==> config.mk <==
export PLATFORM = sky130hd
export DESIGN_NAME = gact_sync_fifo
export DESIGN_NICKNAME = d
export VERILOG_FILES = /design/src/rtl/gact_tb_collector_fifo.sv
export SDC_FILE = /design/constraint.sdc
export NUM_CORES = 1
export LEC_CHECK = 0
export CORE_AREA = 2 2 325 327
export CTS_CLUSTER_SIZE = 24
export DETAILED_ROUTE_END_ITERATION = 7
export DIE_AREA = 0 0 327 329
export PLACE_DENSITY = 0.57
export SLEW_MARGIN = 20
export SYNTH_ARGS = -nofsm -noshare
export SYNTH_HDL_FRONTEND = slang
export SYNTH_SLANG_ARGS = --single-unit
==> constraint.sdc <==
create_clock -name clk -period 3.1 [get_ports clk]
set_input_delay 0.465 -clock clk [delete_from_list [all_inputs] [get_ports clk]]
set_output_delay 0.465 -clock clk [all_outputs]
set_load 0.01 [all_outputs]
==> src/rtl/gact_tb_collector_fifo.sv <==
`default_nettype none
// ============================================================================
// Module   : gact_sync_fifo
// Purpose  : Single-clock FIFO with full/empty/count status. Head word is
//            presented combinationally on o_rdata.
// Ports    : clk, rst (async, active-high)
//            i_push/i_wdata  - write side; accepted when not full or popping
//            i_pop           - read side; ignored when empty
//            o_rdata         - head entry
//            o_full, o_empty, o_count - occupancy status
// Revision : 1.0 - initial release
// ============================================================================
module gact_sync_fifo #(
  parameter int WIDTH = 33,
  parameter int DEPTH = 32
) (
  input  logic                       clk,
  input  logic                       rst,
  input  logic                       i_push,
  input  logic [WIDTH-1:0]           i_wdata,
  input  logic                       i_pop,
  output logic [WIDTH-1:0]           o_rdata,
  output logic                       o_full,
  output logic                       o_empty,
  output logic [$clog2(DEPTH):0]     o_count
);

  localparam int AW = $clog2(DEPTH);

  logic [WIDTH-1:0] r_mem [DEPTH];
  logic [AW-1:0]    r_wr_ptr;
  logic [AW-1:0]    r_rd_ptr;
  logic [AW:0]      r_count;
  logic             w_do_push;
  logic             w_do_pop;

  assign o_full    = (r_count == (AW+1)'(DEPTH));
  assign o_empty   = (r_count == '0);
  assign o_count   = r_count;
  assign o_rdata   = r_mem[r_rd_ptr];

  assign w_do_pop  = i_pop && !o_empty;
  // A push into a full FIFO is legal when the head leaves in the same cycle
  assign w_do_push = i_push && (!o_full || w_do_pop);

  always_ff @(posedge clk) begin
    if (w_do_push) begin
      r_mem[r_wr_ptr] <= i_wdata;
    end
  end

  always_ff @(posedge clk or posedge rst) begin
    if (rst) begin
      r_wr_ptr <= '0;
      r_rd_ptr <= '0;
      r_count  <= '0;
    end else begin
      if (w_do_push) r_wr_ptr <= r_wr_ptr + 1'b1;
      if (w_do_pop)  r_rd_ptr <= r_rd_ptr + 1'b1;
      case ({w_do_push, w_do_pop})
        2'b10:   r_count <= r_count + 1'b1;
        2'b01:   r_count <= r_count - 1'b1;
        default: r_count <= r_count;
      endcase
    end
  end

endmodule
`default_nettype wire

Word level (Yosys, flattened, before mapping) --
Memories as Yosys holds them, arrays and structs flattened. Cells that the tools add are included.
Word-level totals: register bits after elaboration 16, latch bits 0, RAM bits 1056, bits in read-only memories 0, input port bits 37, logic and storage cells 21, memories kept 1
Cells by class: add/subtract/negate cells 4, multiply operators 0, divide/modulo/power cells 0, $lt $le $gt $ge 0, equality and inequality tests 3, shift-type cells 0, multiplexer cells 3, bitwise logic cells 0, reduce and logical (&&, ||, !) cells 7
Memories:
- r_mem | depth 32, width 33, read ports 1, clocked after Yosys merged registers in 0, wr ports 1, RTL line 30 | logic [WIDTH-1:0] r_mem [DEPTH];
Operators with widths (number):
- $pmux 6 s2 | 1
- $add 5x1->5 const B | 2
- $add 6x1->6 const B | 1
- $eq 6x6->1 const B | 1
- $logic_not 6->1 | 1
- $sub 6x1->6 const B | 1
- $eq 2x1->1 const B | 1
- $eq 2x2->1 const B | 1
- $logic_and 1x1->1 | 2
- $logic_not 1->1 | 2
- $mux 1 | 2
- $reduce_bool 2->1 | 1
- $logic_or 1x1->1 | 1

Depth between registers and ports, before layout --
Gate-level depths: netlist of run 1.
depth after elaboration 7, mapped depth 10, depth with buffers taken out 10

Worst setup path before layout of run 1 --
Ideal clock, no wire load.
path kind reg2reg, start point register r_count[0], in the netlist o_count[0], end point memory r_mem[31][0] (enable), setup time 0.423 ns, arrival time 2.541 ns, required time 2.677 ns, slack 0.136 ns, stages on the path, launching flop included 7, buffers on the path 2, path through dfrtp_1 > or4_4 > o31a_2 > buf_2 > nand2_1 > buf_6 > nor2_1
Between the ends: cells in the longest elaborated chain, start to end 7, elaborated cells on any way between the ends 9, those cells by class 1 x eq/ne; 2 x mux; 6 x reduce/logical
RTL lines:
- start: declaration | RTL line 33 | logic [AW:0] r_count;
- start signal: assignment | RTL line 61 | 2'b10: r_count <= r_count + 1'b1;
- start signal: assignment | RTL line 62 | 2'b01: r_count <= r_count - 1'b1;
- start signal: assignment | RTL line 63 | default: r_count <= r_count;
- $logic_not 6->1 | RTL line 38 | assign o_empty = (r_count == '0);
- $logic_not 1->1 | RTL line 42 | assign w_do_pop = i_pop && !o_empty;
- $logic_and 1x1->1 | RTL line 42
- $logic_or 1x1->1 (*) | RTL line 44 | assign w_do_push = i_push && (!o_full || w_do_pop);
- $logic_and 1x1->1 (*) | RTL line 44
- $mux 1 (*) | RTL line 47 | if (w_do_push) begin
- $mux 1 (implied by the code) (*) | RTL line 48 | r_mem[r_wr_ptr] <= i_wdata;
- end: declaration | RTL line 30
Mark *: on every way between the ends. The rest lies on a longest branch, timed or not.

Worst setup path after layout of run 1 --
start point register r_rd_ptr[0], end point output port o_rdata[18]
Between the ends: cells in the longest elaborated chain, start to end 1
RTL lines:
- start: declaration | RTL line 32 | logic [AW-1:0] r_rd_ptr;
- start signal: assignment | RTL line 59 | if (w_do_pop) r_rd_ptr <= r_rd_ptr + 1'b1;
- $mem_v2 32x33
- end: declaration | RTL line 22 | output logic [WIDTH-1:0] o_rdata,
Every way passes these cells.

==> flow_summary.toml, run 1 <==
[setup_path]
cp_common_cell = "buf_16"
arrival_ns = 2.77
critPathBufInv = 4
ff2ff_path_depth = 9
cpLargestDelayFamily = "buffers and inverters"
rrSetupSlack_ns = 0.13
worstSetupEndpointType = "primary output"
criticalPathCategory = "flip-flop to primary output"
crit_chain = "buf_16 > buf_16 > buf_12 > mux4_2 > nor2b_1 > a21oi_1 > nand4_1 > buf_2"
crit_fanout = 9
r2r_end = "o_count[5]"
rr_startpoint = "o_count[1]"
cp_slowest_cell = "dfrtp_4"
crit_required_ns = 2.63
slowest_delay_ns = 0.53
startpoint_type = "flip-flop"

[yosys]
ys_seq_area_share_pct = 77.6
syn-mean-instance-area_um2 = 19.7
synth_top_area_share_pct = 76.7
ys_types = 44
syn_area_um2 = 41400
synth-seq-cells = 1072
syn_inst = 2105
synth_top_area_cell = "edfxtp_1"
synthTopCellsByArea = "edfxtp_1 (77%), mux4_2 (7.2%), mux2i_1 (6.4%)"
syn_nets = 2152
ys_warn_count = 0

[sta]
timing.fmax_ghz = 0.309
tightest_slew_ns = 1.10
fin_crit_sh_pct = 104
finalHoldViolCount = 0
maxSlewViolCount = 0
rsz0062_at_grt = "yes"
slew_headroom_pct = 26.5
layout_setup_ws_ns = -0.136
min_period_ns = 3.24
clock_skew_ns = 0.0206
setup_viol = 29

[floorplanning]
die_y_um = 329
row_count = 119
die_w_um = 327
dieArea_um2 = 108000
ioPinCount = 78
core_um2 = 104000
initial_core_util_pct = 39.6

[pwr]
vdd_drop_max_mv = 0.540
p_per_area_nw_per_um2 = 905
p_leak_nw = 16.7

[detailed_routing]
via_per_inst = 5.54
dr.pass1.iters = 8
via_count = 21555
wire_per_inst_um = 28.5
totalWireLength_um = 111000
drt.antenna.violating_nets = 0
drc = 2
drt_iter0_markers = 2404

[clocking]
cts_buffers = 111
insertion_delay_ns = 0.69
clk_path_buf_depth = 3
htreeDepth = 3
clockRootBuffer = "clkbuf_16"
cts_tree = "built"
cts.reportedPaths.clkPinSlew_ns = 0.06
cts.sinks = 1072
cts_hold_buffers = 0

[grt]
grt_overflow = 0
grt_max_degree = 45
antenna_found_initial = 2
grt.total_usage_pct = 20.5
grt_pass1_vias = 21962
grt_pass1_wl_um = 157000

[cells_and_area]
fin_nets = 2452
drive_above_1_share_pct = 27.9
area.growth.synth_to_final_pct = 22.3
fin_util_pct = 48.5
fin_area_um2 = 50600

[placed_design]
pre_cts_slack_ns = 0.113
dp_hpwl_um = 60200
dpl_cell_area_um2 = 45800
gp_congestion = 0.776
io_buffers = 77

[min_path]
min_path_type = "input pin to async pin"

[run]
drv_cap = 0

[outcome]
violations = "design-rule violations, negative setup slack"
status = "complete, but fails checks"
-- per-layer routing --
| metal | up-vias | track usage [%] | part of all wire (%) |
|---|---|---|---|
| li1 | 9196 | - | - |
| met1 | 11414 | 28.2 | 42 |
| met2 | 778 | 33.7 | 49 |
| met3 | 163 | 3.49 | 6.3 |
| met4 | 4 | 5.88 | 2.6 |
| met5 | - | 0 | 0.023 |
-- final cells by class --
cell class                 count  area, um^2
antenna                        1        2.50
clock buffer                 133        2860
clock inverter                73         768
fill                        8462       53800
inverter                       8        30.0
multi-input combinational    911        9430
sequential                  1072       32100
tap                         1391        1740
timing repair buffer         301        3650
-- cell usage in the layout, fill, tap and decap left out, types with 3 or more instances in the layout --
| cell | Yosys | layout |
|---|---|---|
| a21oi_1 | 101 | 59 |
| a21oi_2 | 0 | 41 |
| a22oi_1 | 99 | 84 |
| a22oi_2 | 0 | 15 |
| and3_1 | 4 | 3 |
| buf_12 | 0 | 73 |
| buf_16 | 0 | 14 |
| buf_2 | 42 | 34 |
| buf_4 | 0 | 118 |
| buf_6 | 1 | 9 |
| buf_8 | 0 | 7 |
| bufinv_16 | 0 | 12 |
| clkbuf_1 | 53 | 22 |
| clkbuf_16 | 0 | 115 |
| clkdlybuf4s50_1 | 0 | 40 |
| clkinv_1 | 0 | 21 |
| clkinv_2 | 0 | 26 |
| clkinv_4 | 0 | 4 |
| clkinvlp_4 | 0 | 3 |
| dfrtp_1 | 16 | 14 |
| edfxtp_1 | 1056 | 1056 |
| ha_1 | 9 | 9 |
| inv_1 | 8 | 8 |
| mux2_4 | 3 | 3 |
| mux2i_1 | 265 | 265 |
| mux4_2 | 132 | 132 |
| nand2_1 | 45 | 45 |
| nand3_1 | 69 | 63 |
| nand3_2 | 0 | 6 |
| nand3b_1 | 3 | 3 |
| nand4_1 | 35 | 35 |
| nor2_4 | 0 | 36 |
| nor2b_1 | 68 | 47 |
| nor2b_4 | 0 | 19 |
| o21ai_0 | 3 | 3 |
| or3b_2 | 3 | 3 |
| xnor2_1 | 10 | 10 |
-- worst reg2reg max path, cell delays in order, from the launching register on --
cell	delay (ns)
dfrtp_1	0.42
or4_4	0.59
o31ai_4	0.23
nor2_2	0.13
ha_1	0.35
and3_1	0.20
a2111o_1	0.44
o31a_1	0.29
o22a_1	0.18
nand3_1	0.07
-- cells in the mapped netlist --
cell type and number:
edfxtp_1 1056, mux2i_1 265, mux4_2 132, a21oi_1 101
a22oi_1 99, nand3_1 69, nor2b_1 68, clkbuf_1 53
nand2_1 45, buf_2 42, nor2_1 37, nand4_1 35
buf_1 18, dfrtp_1 16, xnor2_1 10, ha_1 9
inv_1 8, and3_1 4, and2_1 3, mux2_4 3
nand2b_1 3, nand3b_1 3, o21ai_0 3, or3b_2 3
a2111o_1 1, a21o_1 1, a21o_2 1, a21oi_4 1
and2_4 1, buf_6 1, fa_1 1, nor2_2 1
o211ai_1 1, o21ai_2 1, o22a_1 1, o22ai_1 1
o31a_1 1, o31a_2 1, o31ai_4 1, or2_2 1
or3_1 1, or3_4 1, or4_4 1, xor2_1 1
-- kinds of logic (layout without fill, tap and decap cells) --
| group | Yosys count | after routing | share of synthesized area, % |
|---|---|---|---|
| adder cells (fa/ha/maj) | 10 | 10 | 0.321 |
| other | 0 | 1 | 0 |
| AO/OA/AOI/OAI | 214 | 214 | 3.33 |
| AND/OR/NAND/NOR | 276 | 276 | 3.53 |
| XOR/XNOR | 11 | 11 | 0.233 |
| multiplexers | 400 | 400 | 13.7 |
| buffers and inverters | 122 | 515 | 1.25 |
| flip-flops | 1072 | 1072 | 77.6 |
-- sequential cells by signal, indices dropped and copies added (netlist names) --
| signal | cells |
|---|---|
| r_wr_ptr | 5 |
| r_mem | 1056 |
| o_count | 6 |
| r_rd_ptr | 5 |
-- power breakdown --
group / switching [mW] / internal, mW
Combinational: 8.34 / 6.96
Clock: 5.55 / 7.61
Sequential: 0.419 / 16.9
Total: 14.3 / 31.5
-- worst max path at each step --
stage          depth (start not counted)        start  slack (ns)      endpoint
2_1_floorplan                          6   o_count[0]        0.14  r_mem[31][0]
3_3_place_gp                           7  r_rd_ptr[0]        0.13   o_rdata[14]
3_5_place_dp                           9        i_pop        0.11    o_count[5]
4_1_cts                                7  r_rd_ptr[0]       -0.22   o_rdata[20]
5_1_grt                                7  r_rd_ptr[0]       -0.24   o_rdata[24]
6_report                               8  r_rd_ptr[0]       -0.14   o_rdata[18]
-- stage by stage --
step / cells / setup TNS, ns / hold slack [ns] / total power, mW
floorplan: 2105 / 0 / 0.379 / 25.1
global placement: 3625 / 0 / 0.558 / 31.3
detailed placement: 3625 / 0 / 0.562 / 31.4
CTS: 3871 / -4.82 / 0.246 / 45.7
global route: 3889 / -5.49 / 0.290 / 47.5
finish: 3890 / -2.11 / 0.247 / 45.8
-- timing repair --
item / in CTS / in global routing
buffers inserted: 30 / 19
pin swaps: 37 / 26
gates resized for setup: 225 / 64
hold endpoints to repair: 0 / 0
gates cloned: 11 / 4
endpoints found under the setup margin: 35 / 34
Power figures use the tool's default switching activity.
==> run 2: changes to the inputs <==
Settings changed: CORE_AREA 2 2 325 327 to 2 2 419 255, DIE_AREA 0 0 327 329 to 0 0 421 257.
==> run 2 against run 1 <==
Effect of this change: the flow finishes with violations (negative setup slack); maximum frequency shrank 2.5%; count of clock-buffer cells in the layout shrank 13; sequential share of layout area shrank 0.18 points; global-route usage grew 0.47 points; critical path depth unchanged; first-iteration DRC count rose by 11%; clock power shrank 5%; register-to-register slack worse by 0.03 ns; non-clock buffer count is 19 higher; sequential power about the same; die area grew 0.57%; critical path type unchanged; largest power group unchanged.
==> flow_summary.toml, run 2 (synthesis results as in run 1) <==
[outcome]
status = "complete, but fails checks"
violations = "negative setup slack"

[min_path]
min_path_type = "input pin to async pin"

[sta]
finalHoldViolCount = 0
slew_headroom_pct = 30.4
maxSlewViolCount = 0
fin_crit_sh_pct = 107
rsz0062_at_grt = "yes"
timing.fmax_ghz = 0.301
fin_setup_tns_ns = -3.80
clock_skew_ns = 0.0259
tightest_slew_ns = 1.04
min_period_ns = 3.32
setup_viol = 33
layout_setup_ws_ns = -0.220
hold-worst-slack_ns = 0.237

[setup_path]
criticalPathCategory = "flip-flop to primary output"
startpoint_type = "flip-flop"
crit_required_ns = 2.63
worstSetupEndpointType = "primary output"
rrSetupSlack_ns = 0.10
crit_fanout = 8
crit_chain = "buf_16 > buf_12 > buf_16 > mux4_2 > nor2b_4 > a21oi_2 > nand4_1 > buf_2"
arrival_ns = 2.85
cp_slowest_cell = "dfrtp_4"
cp_common_cell = "buf_16"
slowest_delay_ns = 0.56

[cells_and_area]
top_register = "r_mem"
fin_util_pct = 48.7
fin_nets = 2459
n_antenna_cell = 0
final_cell_mix = "edfxtp_1 (1056), mux2i_1 (265), mux4_2 (132), buf_4 (107), clkbuf_16 (103)"
drive_above_1_share_pct = 28.8
area.growth.synth_to_final_pct = 22.7
largest_register_ffs = 1056
layout_commonest_cell = "edfxtp_1"

[floorplanning]
row_count = 92
core_um2 = 104000
dieArea_um2 = 108000
initial_core_util_pct = 39.7
die_w_um = 421
die_y_um = 257
ioPinCount = 78

[placed_design]
pre_cts_slack_ns = 0.0781
gp_congestion = 0.773
io_buffers = 77
dp_hpwl_um = 63600

[detailed_routing]
drc = 0
via_count = 22001
via_per_inst = 5.63
drt.antenna.violating_nets = 0
dr.pass1.iters = 5
drt_iter0_markers = 2678
wire_per_inst_um = 29.2
totalWireLength_um = 114000

[grt]
grt_pass1_wl_um = 161000
grt_pass1_vias = 21575
grt_overflow = 0
grt.total_usage_pct = 20.9
grt_max_degree = 50
antenna_found_initial = 2

[run]
drv_cap = 0

[clocking]
cts_tree = "built"
clk_path_buf_depth = 3
htreeDepth = 3
clockRootBuffer = "clkbuf_16"
insertion_delay_ns = 0.70
cts_buffers = 98
cts.reportedPaths.clkPinSlew_ns = 0.07
cts.sinks = 1072

[pwr]
p_leak_nw = 16.7
finalPower_mw = 46.0
vdd_drop_max_mv = 0.507
p_per_area_nw_per_um2 = 907
run 2: cell count changes in the layout (fill, tap and decap cells not counted), sizes merged, moves of 2 or more:
cell / change
clkbuf: -14
bufinv: +2
clkinvlp: +4
buf: +24
clkinv: -14
clkdlybuf4s50: -3
run 2: worst paths after layout:
| path | startpoint | end | depth (start not counted) |
|---|---|---|---|
| max | r_rd_ptr[0] | o_rdata[14] | 8 |
| min | rst | r_wr_ptr[1] | 2 |
| max reg2reg | o_count[0] | o_count[5] | 10 |
| min reg2reg | r_rd_ptr[2] | r_rd_ptr[2] | 1 |
| max in group asynchronous | rst | r_rd_ptr[0] | 2 |
| min in group clk | i_wdata[22] | r_mem[21][22] | 1 |
run 2: stage by stage:
stage               cell area (um^2)  instances
detailed placement             45900       3644
floorplan                      41400       2105
CTS                            50200       3891
finish                         50700       3908
global route                   50700       3908
global placement               45900       3644
run 2: what timing repair did:
item,CTS,global route
hold buffers,0,0
pin swaps,44,50
cloned,10,3
setup buffers,52,20
gates resized for setup,219,117
setup endpoints to repair,35,35
run 2: area by class of cell:
class,count,area [um^2]
clock buffers,120,2580
multi-input cells,912,9610
clock inverters,66,709
well taps,1410,1760
inverters,8,30.0
repair buffers,320,3940
fillers,8443,53400
flip-flops and latches,1072,32100
run 2: worst max-delay path, delay by kind of cell (launching register included):
kind / cells / cell delay, ns
DFF: 1 / 0.56
AOI/OAI and AO/OA: 1 / 0.12
muxes: 1 / 0.50
and+or+nand+nor: 2 / 0.29
buffers and inverters: 4 / 0.65
run 2: routing by layer:
layer,vias to the layer above,global-route usage (%),wire (um)
met1,11792,33.0,53800
met5,-,0,13
met4,2,4.14,1850
li1,9198,-,-
met2,886,30.3,50100
met3,123,3.76,8510
run 2: where the power goes:
group / total (mW) / switching [mW] / internal (mW)
clock: 12.5 / 5.40 / 7.11
sequential: 17.3 / 0.383 / 16.9
combinational: 16.3 / 8.79 / 7.47
